File: config.mk
export PLATFORM = sky130hd
export DESIGN_NAME = wb_master_q
export DESIGN_NICKNAME = d
export VERILOG_FILES = /design/src/rtl/wb_pkg.sv /design/src/rtl/wb_cmd_fifo.sv /design/src/rtl/wb_master_q.sv
export SDC_FILE = /design/constraint.sdc
export NUM_CORES = 1
export LEC_CHECK = 0
export CORE_ASPECT_RATIO = 0.7
export CORE_MARGIN = 2
export CORE_UTILIZATION = 54
export CTS_CLUSTER_DIAMETER = 120
export DETAILED_ROUTE_END_ITERATION = 16
export PLACE_DENSITY = 0.85
export SLEW_MARGIN = 10
export SYNTH_ARGS = -nofsm -noshare
export SYNTH_HDL_FRONTEND = slang
export SYNTH_HIERARCHICAL = 1
export SYNTH_SLANG_ARGS = --single-unit
File: constraint.sdc
create_clock -name clk_in -period 10.2 [get_ports clk_in]
set_input_delay 2.55 -clock clk_in [delete_from_list [all_inputs] [get_ports clk_in]]
set_output_delay 2.55 -clock clk_in [all_outputs]
set_load 0.03 [all_outputs]
File: src/rtl/wb_pkg.sv
// Shared types for the queued Wishbone classic master.
//   wb_command_t : command code presented on cmd_in (NONE/LOAD/STORE)
//   wb_status_t  : completion status returned on rsp_status_out
package wb_pkg;

    typedef enum logic [1:0] {
        CMD_NONE  = 2'd0,
        CMD_LOAD  = 2'd1,
        CMD_STORE = 2'd2
    } wb_command_t;

    typedef enum logic [1:0] {
        ST_OK      = 2'd0,
        ST_ERR     = 2'd1,
        ST_TIMEOUT = 2'd2,
        ST_RETRY   = 2'd3
    } wb_status_t;

endpackage

File: src/rtl/wb_cmd_fifo.sv
// Synchronous command FIFO for wb_master_q.
// Storage and pointers are registers; the head entry is read straight out of
// the storage array so a command pushed on one edge can be popped on the next.
// Ports:
//   clk_in, reset_in   clock, synchronous active-high reset (flushes pointers)
//   push_in, data_in   write request and entry; ignored while full
//   pop_in             read request; ignored while empty
//   data_out           head entry (valid while empty_out is low)
//   empty_out, full_out occupancy flags
module wb_cmd_fifo #(
    parameter int WIDTH = 8,
    parameter int DEPTH = 2
) (
    input  logic             clk_in,
    input  logic             reset_in,
    input  logic             push_in,
    input  logic [WIDTH-1:0] data_in,
    input  logic             pop_in,
    output logic [WIDTH-1:0] data_out,
    output logic             empty_out,
    output logic             full_out
);

    localparam int AW = $clog2(DEPTH);

    // Pointers carry one extra wrap bit so full and empty are distinguishable.
    logic [AW:0]      wr_ptr_q, wr_ptr_d;
    logic [AW:0]      rd_ptr_q, rd_ptr_d;
    logic [WIDTH-1:0] mem_q [DEPTH];
    logic             push_ok;
    logic             pop_ok;

    assign empty_out = (wr_ptr_q == rd_ptr_q);
    assign full_out  = (wr_ptr_q[AW] != rd_ptr_q[AW]) &&
                       (wr_ptr_q[AW-1:0] == rd_ptr_q[AW-1:0]);
    assign push_ok   = push_in && !full_out;
    assign pop_ok    = pop_in && !empty_out;
    assign data_out  = mem_q[rd_ptr_q[AW-1:0]];

    always_comb begin
        wr_ptr_d = wr_ptr_q;
        rd_ptr_d = rd_ptr_q;
        if (push_ok) begin
            wr_ptr_d = wr_ptr_q + 1'b1;
        end
        if (pop_ok) begin
            rd_ptr_d = rd_ptr_q + 1'b1;
        end
    end

    always_ff @(posedge clk_in) begin
        if (reset_in) begin
            wr_ptr_q <= '0;
            rd_ptr_q <= '0;
        end else begin
            wr_ptr_q <= wr_ptr_d;
            rd_ptr_q <= rd_ptr_d;
        end
    end

    always_ff @(posedge clk_in) begin
        if (push_ok) begin
            mem_q[wr_ptr_q[AW-1:0]] <= data_in;
        end
    end

endmodule

File: src/rtl/wb_master_q.sv
// Wishbone classic master with a queued command port.
// Commands (LOAD/STORE with address, data, byte mask) are pushed into a small
// FIFO and executed one at a time on the bus; every command produces exactly
// one status-tagged response pulse. A watchdog aborts a transfer whose slave
// never terminates it.
// Optional feature macro: WB_MASTER_Q_RTY_EN
//   defined    : wb_rty causes a one-cycle BACKOFF and a reissue of the same
//                command, up to RETRY_MAX reissues, then status RETRY.
//   undefined  : wb_rty terminates the command exactly like wb_err.
// Ports:
//   clk_in, reset_in                 clock, synchronous active-high reset
//   cmd_in, addr_in, wdata_in, wmask_in, cmd_ready_out   command push side
//   rsp_valid_out, rsp_status_out, rdata_out             response side
//   busy_out                         queue non-empty or transfer in flight
//   wb_cyc, wb_stb, wb_we, wb_addr, wb_wdata, wb_sel     bus outputs
//   wb_ack, wb_err, wb_rty, wb_rdata                     bus inputs
module wb_master_q
    import wb_pkg::*;
#(
    parameter int ADDR_W         = 32,
    parameter int DATA_W         = 32,
    parameter int CMD_DEPTH      = 2,
    parameter int TIMEOUT_CYCLES = 255,
    parameter int RETRY_MAX      = 3
) (
    input  logic                  clk_in,
    input  logic                  reset_in,
    input  wb_command_t           cmd_in,
    output logic                  cmd_ready_out,
    input  logic [ADDR_W-1:0]     addr_in,
    input  logic [DATA_W-1:0]     wdata_in,
    input  logic [DATA_W/8-1:0]   wmask_in,
    output logic                  rsp_valid_out,
    output wb_status_t            rsp_status_out,
    output logic [DATA_W-1:0]     rdata_out,
    output logic                  busy_out,
    output logic                  wb_cyc,
    output logic                  wb_stb,
    output logic                  wb_we,
    output logic [ADDR_W-1:0]     wb_addr,
    output logic [DATA_W-1:0]     wb_wdata,
    output logic [DATA_W/8-1:0]   wb_sel,
    input  logic                  wb_ack,
    input  logic                  wb_err,
    input  logic                  wb_rty,
    input  logic [DATA_W-1:0]     wb_rdata
);

    localparam int SEL_W  = DATA_W / 8;
    localparam int FIFO_W = 1 + ADDR_W + DATA_W + SEL_W;

    // A zero TIMEOUT_CYCLES disables the watchdog; keep a 1-bit counter then.
    localparam int              TO_W    = (TIMEOUT_CYCLES > 0) ? $clog2(TIMEOUT_CYCLES + 1) : 1;
    localparam logic            TO_EN   = (TIMEOUT_CYCLES > 0);
    localparam logic [TO_W-1:0] TO_LAST = (TIMEOUT_CYCLES > 0) ? TO_W'(TIMEOUT_CYCLES - 1) : '0;

`ifdef WB_MASTER_Q_RTY_EN
    localparam int              RT_W    = (RETRY_MAX > 0) ? $clog2(RETRY_MAX + 1) : 1;
    localparam logic [RT_W-1:0] RT_LAST = RT_W'(RETRY_MAX);

    typedef enum logic [1:0] {
        S_IDLE    = 2'd0,
        S_ACTIVE  = 2'd1,
        S_BACKOFF = 2'd2
    } state_t;
`else
    typedef enum logic [1:0] {
        S_IDLE   = 2'd0,
        S_ACTIVE = 2'd1
    } state_t;

    // RETRY_MAX only has meaning when retries are built in.
    logic unused_retry_cfg;
    assign unused_retry_cfg = (RETRY_MAX != 0);
`endif

    // Saturating increment: the watchdog counter must never wrap to zero.
    function automatic logic [TO_W-1:0] sat_inc(input logic [TO_W-1:0] v);
        return (v == {TO_W{1'b1}}) ? v : v + 1'b1;
    endfunction

    // ------------------------------------------------------------------
    // Command queue
    // ------------------------------------------------------------------
    logic              fifo_push;
    logic              fifo_pop;
    logic              fifo_empty;
    logic              fifo_full;
    logic [FIFO_W-1:0] fifo_din;
    logic [FIFO_W-1:0] fifo_dout;
    logic              head_store;
    logic [ADDR_W-1:0] head_addr;
    logic [DATA_W-1:0] head_wdata;
    logic [SEL_W-1:0]  head_mask;

    assign fifo_push = (cmd_in != CMD_NONE) && !fifo_full;
    assign fifo_din  = {(cmd_in == CMD_STORE), addr_in, wdata_in, wmask_in};
    assign {head_store, head_addr, head_wdata, head_mask} = fifo_dout;

    wb_cmd_fifo #(
        .WIDTH (FIFO_W),
        .DEPTH (CMD_DEPTH)
    ) u_fifo (
        .clk_in    (clk_in),
        .reset_in  (reset_in),
        .push_in   (fifo_push),
        .data_in   (fifo_din),
        .pop_in    (fifo_pop),
        .data_out  (fifo_dout),
        .empty_out (fifo_empty),
        .full_out  (fifo_full)
    );

    // ------------------------------------------------------------------
    // Transfer FSM, watchdog, bus and response registers
    // ------------------------------------------------------------------
    state_t            state_q, state_d;
    logic              cyc_q, cyc_d;
    logic              stb_q, stb_d;
    logic              we_q, we_d;
    logic              store_q, store_d;
    logic [ADDR_W-1:0] addr_q, addr_d;
    logic [DATA_W-1:0] wdata_q, wdata_d;
    logic [SEL_W-1:0]  sel_q, sel_d;
    logic              rsp_valid_q, rsp_valid_d;
    wb_status_t        rsp_status_q, rsp_status_d;
    logic [DATA_W-1:0] rdata_q, rdata_d;
    logic [TO_W-1:0]   to_cnt_q, to_cnt_d;
`ifdef WB_MASTER_Q_RTY_EN
    logic [RT_W-1:0]   retry_cnt_q, retry_cnt_d;
`endif
    logic              term;
    wb_status_t        term_status;
    logic              to_hit;

    assign to_hit = TO_EN && (to_cnt_q == TO_LAST);

    always_comb begin
        state_d      = state_q;
        cyc_d        = cyc_q;
        stb_d        = stb_q;
        we_d         = we_q;
        store_d      = store_q;
        addr_d       = addr_q;
        wdata_d      = wdata_q;
        sel_d        = sel_q;
        rsp_valid_d  = 1'b0;
        rsp_status_d = rsp_status_q;
        rdata_d      = rdata_q;
        to_cnt_d     = to_cnt_q;
`ifdef WB_MASTER_Q_RTY_EN
        retry_cnt_d  = retry_cnt_q;
`endif
        fifo_pop     = 1'b0;
        term         = 1'b0;
        term_status  = ST_OK;

        case (state_q)
            S_IDLE: begin
                if (!fifo_empty) begin
                    fifo_pop = 1'b1;
                    store_d  = head_store;
                    addr_d   = head_addr;
                    wdata_d  = head_wdata;
                    // Loads always request every byte lane.
                    sel_d    = head_store ? head_mask : {SEL_W{1'b1}};
                    we_d     = head_store;
                    cyc_d    = 1'b1;
                    stb_d    = 1'b1;
                    to_cnt_d = '0;
`ifdef WB_MASTER_Q_RTY_EN
                    retry_cnt_d = '0;
`endif
                    state_d  = S_ACTIVE;
                end
            end

            S_ACTIVE: begin
                to_cnt_d = sat_inc(to_cnt_q);
                // Termination priority: err > ack > rty > watchdog.
                if (wb_err) begin
                    term        = 1'b1;
                    term_status = ST_ERR;
                end else if (wb_ack) begin
                    term        = 1'b1;
                    term_status = ST_OK;
                    if (!store_q) begin
                        rdata_d = wb_rdata;
                    end
                end else if (wb_rty) begin
`ifdef WB_MASTER_Q_RTY_EN
                    if (retry_cnt_q == RT_LAST) begin
                        term        = 1'b1;
                        term_status = ST_RETRY;
                    end else begin
                        retry_cnt_d = retry_cnt_q + 1'b1;
                        cyc_d       = 1'b0;
                        stb_d       = 1'b0;
                        we_d        = 1'b0;
                        state_d     = S_BACKOFF;
                    end
`else
                    term        = 1'b1;
                    term_status = ST_ERR;
`endif
                end else if (to_hit) begin
                    term        = 1'b1;
                    term_status = ST_TIMEOUT;
                end
            end

`ifdef WB_MASTER_Q_RTY_EN
            S_BACKOFF: begin
                // Reissue the latched command with a fresh watchdog window.
                cyc_d    = 1'b1;
                stb_d    = 1'b1;
                we_d     = store_q;
                to_cnt_d = '0;
                state_d  = S_ACTIVE;
            end
`endif

            default: begin
                state_d = S_IDLE;
            end
        endcase

        if (term) begin
            cyc_d        = 1'b0;
            stb_d        = 1'b0;
            we_d         = 1'b0;
            rsp_valid_d  = 1'b1;
            rsp_status_d = term_status;
            state_d      = S_IDLE;
        end
    end

    always_ff @(posedge clk_in) begin
        if (reset_in) begin
            state_q      <= S_IDLE;
            cyc_q        <= 1'b0;
            stb_q        <= 1'b0;
            we_q         <= 1'b0;
            store_q      <= 1'b0;
            addr_q       <= '0;
            wdata_q      <= '0;
            sel_q        <= '0;
            rsp_valid_q  <= 1'b0;
            rsp_status_q <= ST_OK;
            rdata_q      <= '0;
            to_cnt_q     <= '0;
`ifdef WB_MASTER_Q_RTY_EN
            retry_cnt_q  <= '0;
`endif
        end else begin
            state_q      <= state_d;
            cyc_q        <= cyc_d;
            stb_q        <= stb_d;
            we_q         <= we_d;
            store_q      <= store_d;
            addr_q       <= addr_d;
            wdata_q      <= wdata_d;
            sel_q        <= sel_d;
            rsp_valid_q  <= rsp_valid_d;
            rsp_status_q <= rsp_status_d;
            rdata_q      <= rdata_d;
            to_cnt_q     <= to_cnt_d;
`ifdef WB_MASTER_Q_RTY_EN
            retry_cnt_q  <= retry_cnt_d;
`endif
        end
    end

    assign cmd_ready_out  = !fifo_full;
    assign busy_out       = !fifo_empty || (state_q != S_IDLE);
    assign rsp_valid_out  = rsp_valid_q;
    assign rsp_status_out = rsp_status_q;
    assign rdata_out      = rdata_q;
    assign wb_cyc         = cyc_q;
    assign wb_stb         = stb_q;
    assign wb_we          = we_q;
    assign wb_addr        = addr_q;
    assign wb_wdata       = wdata_q;
    assign wb_sel         = sel_q;

endmodule

==> impl_metrics.ini, run 1 <==
[run_status]
run_status = finished, final reports clean

[place]
dpl.hpwl_mm = 12.69
dpl.cell_count = 1177
routability_congestion = 0.7643
buffer_ports.inserted = 214

[clock_network]
clkSlewWorstSetupHoldPaths_ps = 70
postCtsHoldBufs = 0
cts_buffers = 23
cts_post_setup_buffers_inserted = 0
htreeDepth = 1
cts_sinks = 258
clock_tree.root_cell = clkbuf_16
max-clock-path-buffers = 3
worst_skew_pair.late_latency_ps = 500
tritoncts_clock_tree = yes
post_cts_resized = 0

[cells_and_area]
design.final.nets = 1080
insertedDiodeCount = 0
final-instance-count-excl-fill = 1218
drive_gt1_frac = 0.1266
area_delta_synth_final_pct = 31.31
layout_commonest_cell = clkdlybuf4s50_1
most-common-layout-cells = clkdlybuf4s50_1, nand2_1, edfxtp_1, dfxtp_1, a21oi_1

[sta]
maximum_achievable_frequency_mhz = 196.8
hold_viol_final = 0
setup_violations = 0
timing.clock.skew_ps = 9.115
rsz0062_at_grt = false
slew_headroom = 0.2641
slew_violations = 0
finalCriticalPeriod_ps = 5081
final_min_period_over_clock_period = 0.4982
tightest_slew_ps = 1104
setup_tns_ps = 0

[worst_setup_path]
reg2reg_to = wb_we
cp.buffers_inverters = 2
slowest_stage = clkdlybuf4s50_1
timing.critical_path.from_type = flip-flop
reg2reg_setup_slack_ps = 6920
timing.critical_path.fanout_max = 9
worst_setup_path_end_kind = primary output
cp_data_arrival_time_ps = 2530
critPathTopFamily = buffers and inverters
worst-r2r-cell-count = 8
cp_cell_sequence = xor2_1, nor2_1, nor2b_1, inv_1, clkdlybuf4s50_1
crit_path_max_incr_delay_ps = 600
cp_data_required_time_ps = 7650
timing.setup.critical_path_class = flip-flop to primary output
worstReg2RegStart = u_fifo/rd_ptr_q[1]

[hold_path]
whs_endpoint = wb_wdata[6]
hp-start = wb_wdata[6]
min-delay-path-class = flip-flop to flip-flop
hold_path_depth = 2

[global_routing]
groute.layer.met3.usage = 0.04221
grt_max_degree = 72
antenna_violations_before_repair = 0
grt.met2_usage = 0.3464
globalRoute.busiestLayer = met2
wire_length_of_the_first_global_routing_pass_mm = 31.35
grt.total_usage = 0.2115
first_global_vias = 6128
gr-usage-met1 = 0.3025
grt.overflow.total = 0

[die]
design.die.area_mm2 = 0.01867
io_pins = 215
floorplan.initialDensity = 0.5529
core.rowCount = 40
fp.coreArea_mm2 = 0.01717
die_width_um = 162.5
die_h_um = 114.9

[route]
route.detailed.wl_per_inst_um = 16.64
routed_wl_mm = 20.27
drt-initial-drc-count = 484
via_count = 6385
detail_route.drc_violations = 0
drt.antenna.violating_nets = 0
drt_pass1_iterations = 4
post_drt_via_cell_ratio = 5.242

[logic_synthesis]
synth_area_leader_cell = edfxtp_1
ys.flop_type = edfxtp_1
yosys_warnings = 6
synth_largest_type_area_fraction = 0.4366
synthesis.area_mm2 = 0.009492
net_count_of_the_mapped_netlist = 883
synth_top_cells_by_area = edfxtp_1, dfxtp_1, mux2_2
async_flop_share = 0
synth_cell_types = 47
number_of_register_bits_inferred_by_synthesis = 258
syn-instance-count = 774
synth_sequential_area_ratio = 0.6897
postSynthAreaPerCell_um2 = 12.26
synth_edf_count = 138

[power]
vdd_drop_max_uv = 201.3
total_power_mw = 4.073
power_per_cell_area_mw_per_mm2 = 326.8
power.static_leakage_nw = 4.324

[job]
timing.max_cap.violations = 0
==> sequential cells by signal (all words and copies together), names as in the netlist, named ones only <==
signal and count:
wb_stb 1, u_fifo/wr_ptr_q 2, wb_addr 32, wb_we 1, rsp_valid_out 1, u_fifo/rd_ptr_q 2, state_q 1, wb_sel 4
store_q 1, rsp_status_out 2, to_cnt_q 8, wb_wdata 32, rdata_out 32, u_fifo/mem_q 138
==> cells by family (layout without fill, tap and decap cells) <==
group / Yosys count / count (layout) / share of synthesized area
DFF: 258 / 258 / 0.6897
muxes: 71 / 71 / 0.08397
adders and majority gates: 2 / 2 / 0.002636
and+or+nand+nor: 263 / 263 / 0.1184
AOI/OAI and AO/OA: 122 / 122 / 0.07013
xor gates and xnor gates: 3 / 3 / 0.003560
buffers and inverters: 55 / 268 / 0.03164
==> synth_stat cells (4+ instances only) <==
master / n
nand2_1: 204
edfxtp_1: 138
dfxtp_1: 120
a21oi_1: 105
mux2_2: 69
nor2_1: 21
clkbuf_1: 19
buf_2: 13
buf_4: 10
inv_1: 7
nor3_1: 5
nor3b_1: 5
buf_6: 4
==> worst max path at each step <==
stage	slack [ps]	to	startpoint	cells after the start
6_report	5120	busy_out	u_fifo/rd_ptr_q[0]	5
4_1_cts	5110	busy_out	u_fifo/rd_ptr_q[0]	5
2_1_floorplan	3380	u_fifo/mem_q[1][0]	cmd_in[1]	4
5_1_grt	4960	busy_out	u_fifo/rd_ptr_q[0]	5
3_5_place_dp	4960	u_fifo/mem_q[1][32]	cmd_in[0]	6
3_3_place_gp	4990	u_fifo/mem_q[1][32]	cmd_in[0]	6
==> per-stage QoR <==
stage          area, um^2  setup WS, ps  utilization  hold slack (ps)
3_3_place_gp        11720          4995       0.6827            440.0
2_1_floorplan        9492          3382            -            432.2
4_1_cts             12460          5112       0.7260            454.9
6_report            12460          5119       0.7260            452.2
3_5_place_dp        11720          4960       0.6827            446.2
5_1_grt             12460          4963       0.7260            471.6
==> area by class of cell <==
cell class / instances / area, um^2
flip-flops and latches: 258 / 6550
well taps: 231 / 289.0
clock buffers: 32 / 649.4
fillers: 1179 / 4703
multi-input cells: 461 / 2673
repair buffers: 219 / 2177
clock inverters: 9 / 95.09
inverters: 8 / 30.03
==> worst min-delay path, stage by stage, from the launching register on <==
cell and delay (ps):
dfxtp_1 310, nand2_1 50, a21oi_1 50
==> report_power, final <==
part           internal (mW)  total (mW)  switching, mW
Clock                  0.494       0.851          0.357
Combinational          0.572        1.51          0.942
Sequential              1.53        1.71          0.175
Total                   2.60        4.07           1.47
==> per-layer routing <==
metal / part of all wire / routed length, um
met1: 0.46 / 9361
met2: 0.46 / 9295
met3: 0.070 / 1415
met4: 0.0097 / 196
met5: 0 / 0
Power figures use the tool's default switching activity.
==> run 2, diff against run 1 <==
--- a/config.mk
+++ b/config.mk
@@ -7,10 +7,10 @@
 export LEC_CHECK = 0
 export CORE_ASPECT_RATIO = 0.7
 export CORE_MARGIN = 2
-export CORE_UTILIZATION = 54
+export CORE_UTILIZATION = 45
 export CTS_CLUSTER_DIAMETER = 120
 export DETAILED_ROUTE_END_ITERATION = 16
-export PLACE_DENSITY = 0.85
+export PLACE_DENSITY = 0.76
 export SLEW_MARGIN = 10
 export SYNTH_ARGS = -nofsm -noshare
 export SYNTH_HDL_FRONTEND = slang
==> constraint.sdc (replaced) <==
create_clock -name clk_in -period 4.4 [get_ports clk_in]
set_input_delay 1.1 -clock clk_in [delete_from_list [all_inputs] [get_ports clk_in]]
set_output_delay 1.1 -clock clk_in [all_outputs]
set_load 0.03 [all_outputs]
==> run 2 against run 1 <==
Effect of this change:
- sequential share of layout area decreased by 0.65 points
- utilization decreased by 12 points
- clock power increased by 150%
- flip-flop and latch count unchanged
- via count decreased by 0.39%
- combinational power increased by 140%
- worst hold slack improved by 2.1 ps
- count of clock-buffer cells in the layout decreased by 4
- wire length increased by 3.8%
- global-route usage decreased by 2.6 points
- final area increased by 1.2%
==> impl_metrics.ini, run 2 (synthesis results as in run 1) <==
[route]
post_drt_via_cell_ratio = 5.004
detail_route.drc_violations = 0
route.detailed.wl_per_inst_um = 16.56
via_count = 6360
drt.antenna.violating_nets = 0
routed_wl_mm = 21.05
drt_pass1_iterations = 5
drt-initial-drc-count = 411

[sta]
slew_headroom = 0.2523
worst_slack_ps = 841.3
finalCriticalPeriod_ps = 3559
final.hold.worst_slack_ps = 454.3
hold_viol_final = 0
maximum_achievable_frequency_mhz = 281.0
timing.clock.skew_ps = 6.998
tightest_slew_ps = 1122
setup_tns_ps = 0
final_min_period_over_clock_period = 0.8088
slew_violations = 0
setup_violations = 0
rsz0062_at_grt = false

[global_routing]
grt.overflow.total = 0
grt.total_usage = 0.1851
wire_length_of_the_first_global_routing_pass_mm = 32.77
grt_max_degree = 71
first_global_vias = 6298
antenna_violations_before_repair = 0

[cells_and_area]
sequential_cell_area_mm2 = 0.006550
most-common-layout-cells = clkdlybuf4s50_1, nand2_1, edfxtp_1, dfxtp_1, a21oi_1
design.final.nets = 1086
final_util = 0.6096
largest_reg_flops = 138
drive_gt1_frac = 0.1347
multi_input_area_mm2 = 0.002673
insertedDiodeCount = 0
fillCellCount = 1684
area_delta_synth_final_pct = 32.94
layout_commonest_cell = clkdlybuf4s50_1

[clock_network]
cts_post_setup_buffers_inserted = 0
max-clock-path-buffers = 3
post_cts_resized = 0
htreeDepth = 1
cts_sinks = 258
clock_tree.root_cell = clkbuf_16
postCtsHoldBufs = 0
cts_buffers = 25
worst_skew_pair.late_latency_ps = 500
clkSlewWorstSetupHoldPaths_ps = 70
tritoncts_clock_tree = yes

[job]
timing.max_cap.violations = 0

[die]
core.rowCount = 44
design.die.area_mm2 = 0.02229
die_width_um = 177.6
io_pins = 215
floorplan.initialDensity = 0.4585
fp.coreArea_mm2 = 0.02070
die_h_um = 125.5

[power]
power.static_leakage_nw = 4.379
power_per_cell_area_mw_per_mm2 = 761.9
vdd_drop_max_uv = 573.2
total_power_mw = 9.613

[worst_setup_path]
cp_data_required_time_ps = 3300
worst-r2r-cell-count = 7
reg2reg_setup_slack_ps = 1630
timing.setup.critical_path_class = flip-flop to primary output
timing.critical_path.from_type = flip-flop
cp_data_arrival_time_ps = 2460
worstReg2RegStart = u_fifo/rd_ptr_q[1]
reg2reg_to = wb_wdata[22]
timing.critical_path.fanout_max = 9
worst_setup_path_end_kind = primary output

[place]
buffer_ports.inserted = 214
placement.setup.worst_slack_ps = 1189
dpl.hpwl_mm = 13.48
routability_congestion = 0.7475

[run_status]
run_status = finished, final reports clean

[hold_path]
min-delay-path-class = flip-flop to flip-flop
hp-start = wb_wdata[2]
whs_endpoint = wb_wdata[2]
hold_path_depth = 2
==> run 2: cell types whose count changed in the layout (fill, tap and decap cells not counted), sizes merged <==
cell / before / now
clkinv: 7 / 12
buf: 6 / 10
clkbuf: 32 / 28
bufinv: 2 / 3
clkinvlp: 0 / 1
inv: 8 / 9
==> run 2: how the worst max path moves through the flow <==
stage | from | to | slack, ps
after floorplan | cmd_in[1] | u_fifo/mem_q[1][0] | 580
after global placement | cmd_in[0] | u_fifo/mem_q[0][7] | 1230
final | u_fifo/rd_ptr_q[0] | busy_out | 840
after global routing | u_fifo/rd_ptr_q[0] | busy_out | 670
after CTS | u_fifo/rd_ptr_q[0] | busy_out | 820
after detailed placement | cmd_in[1] | u_fifo/mem_q[0][11] | 1190
==> run 2: layer usage <==
metal  track usage  part of all wire  vias up
met5             0                 0        -
met4       0.03134             0.010        0
met3       0.04197             0.072       20
met2        0.2880              0.44      196
met1        0.2697              0.47     3034
li1              -                 -     3110
==> run 2: final cells by class <==
class / count / area share
Timing Repair Buffer: 223 / 0.1759
Multi-Input combinational cell: 461 / 0.2118
Sequential cell: 258 / 0.5191
Tap cell: 276 / 0.02737
Inverter: 8 / 0.002380
Clock buffer: 28 / 0.05047
Clock inverter: 17 / 0.01299
==> run 2: through the flow <==
| stage | std cells | cell area [um^2] |
|---|---|---|
| floorplan | 774 | 9495 |
| global placement | 1226 | 11820 |
| detailed placement | 1226 | 11820 |
| CTS | 1271 | 12620 |
| global route | 1271 | 12620 |
| finish | 1271 | 12620 |
==> run 2: report_power, final <==
group	switching [mW]	internal [mW]
combinational	2.22	1.37
sequential	0.396	3.54
clock	0.867	1.22
total	3.48	6.13
==> run 2: worst max-delay path: stages, from the launching register on <==
cell and delay [ps]:
dfxtp_1 560, xor2_1 150, nor2_1 250, nor2b_1 320, inv_1 60, clkdlybuf4s50_1 610
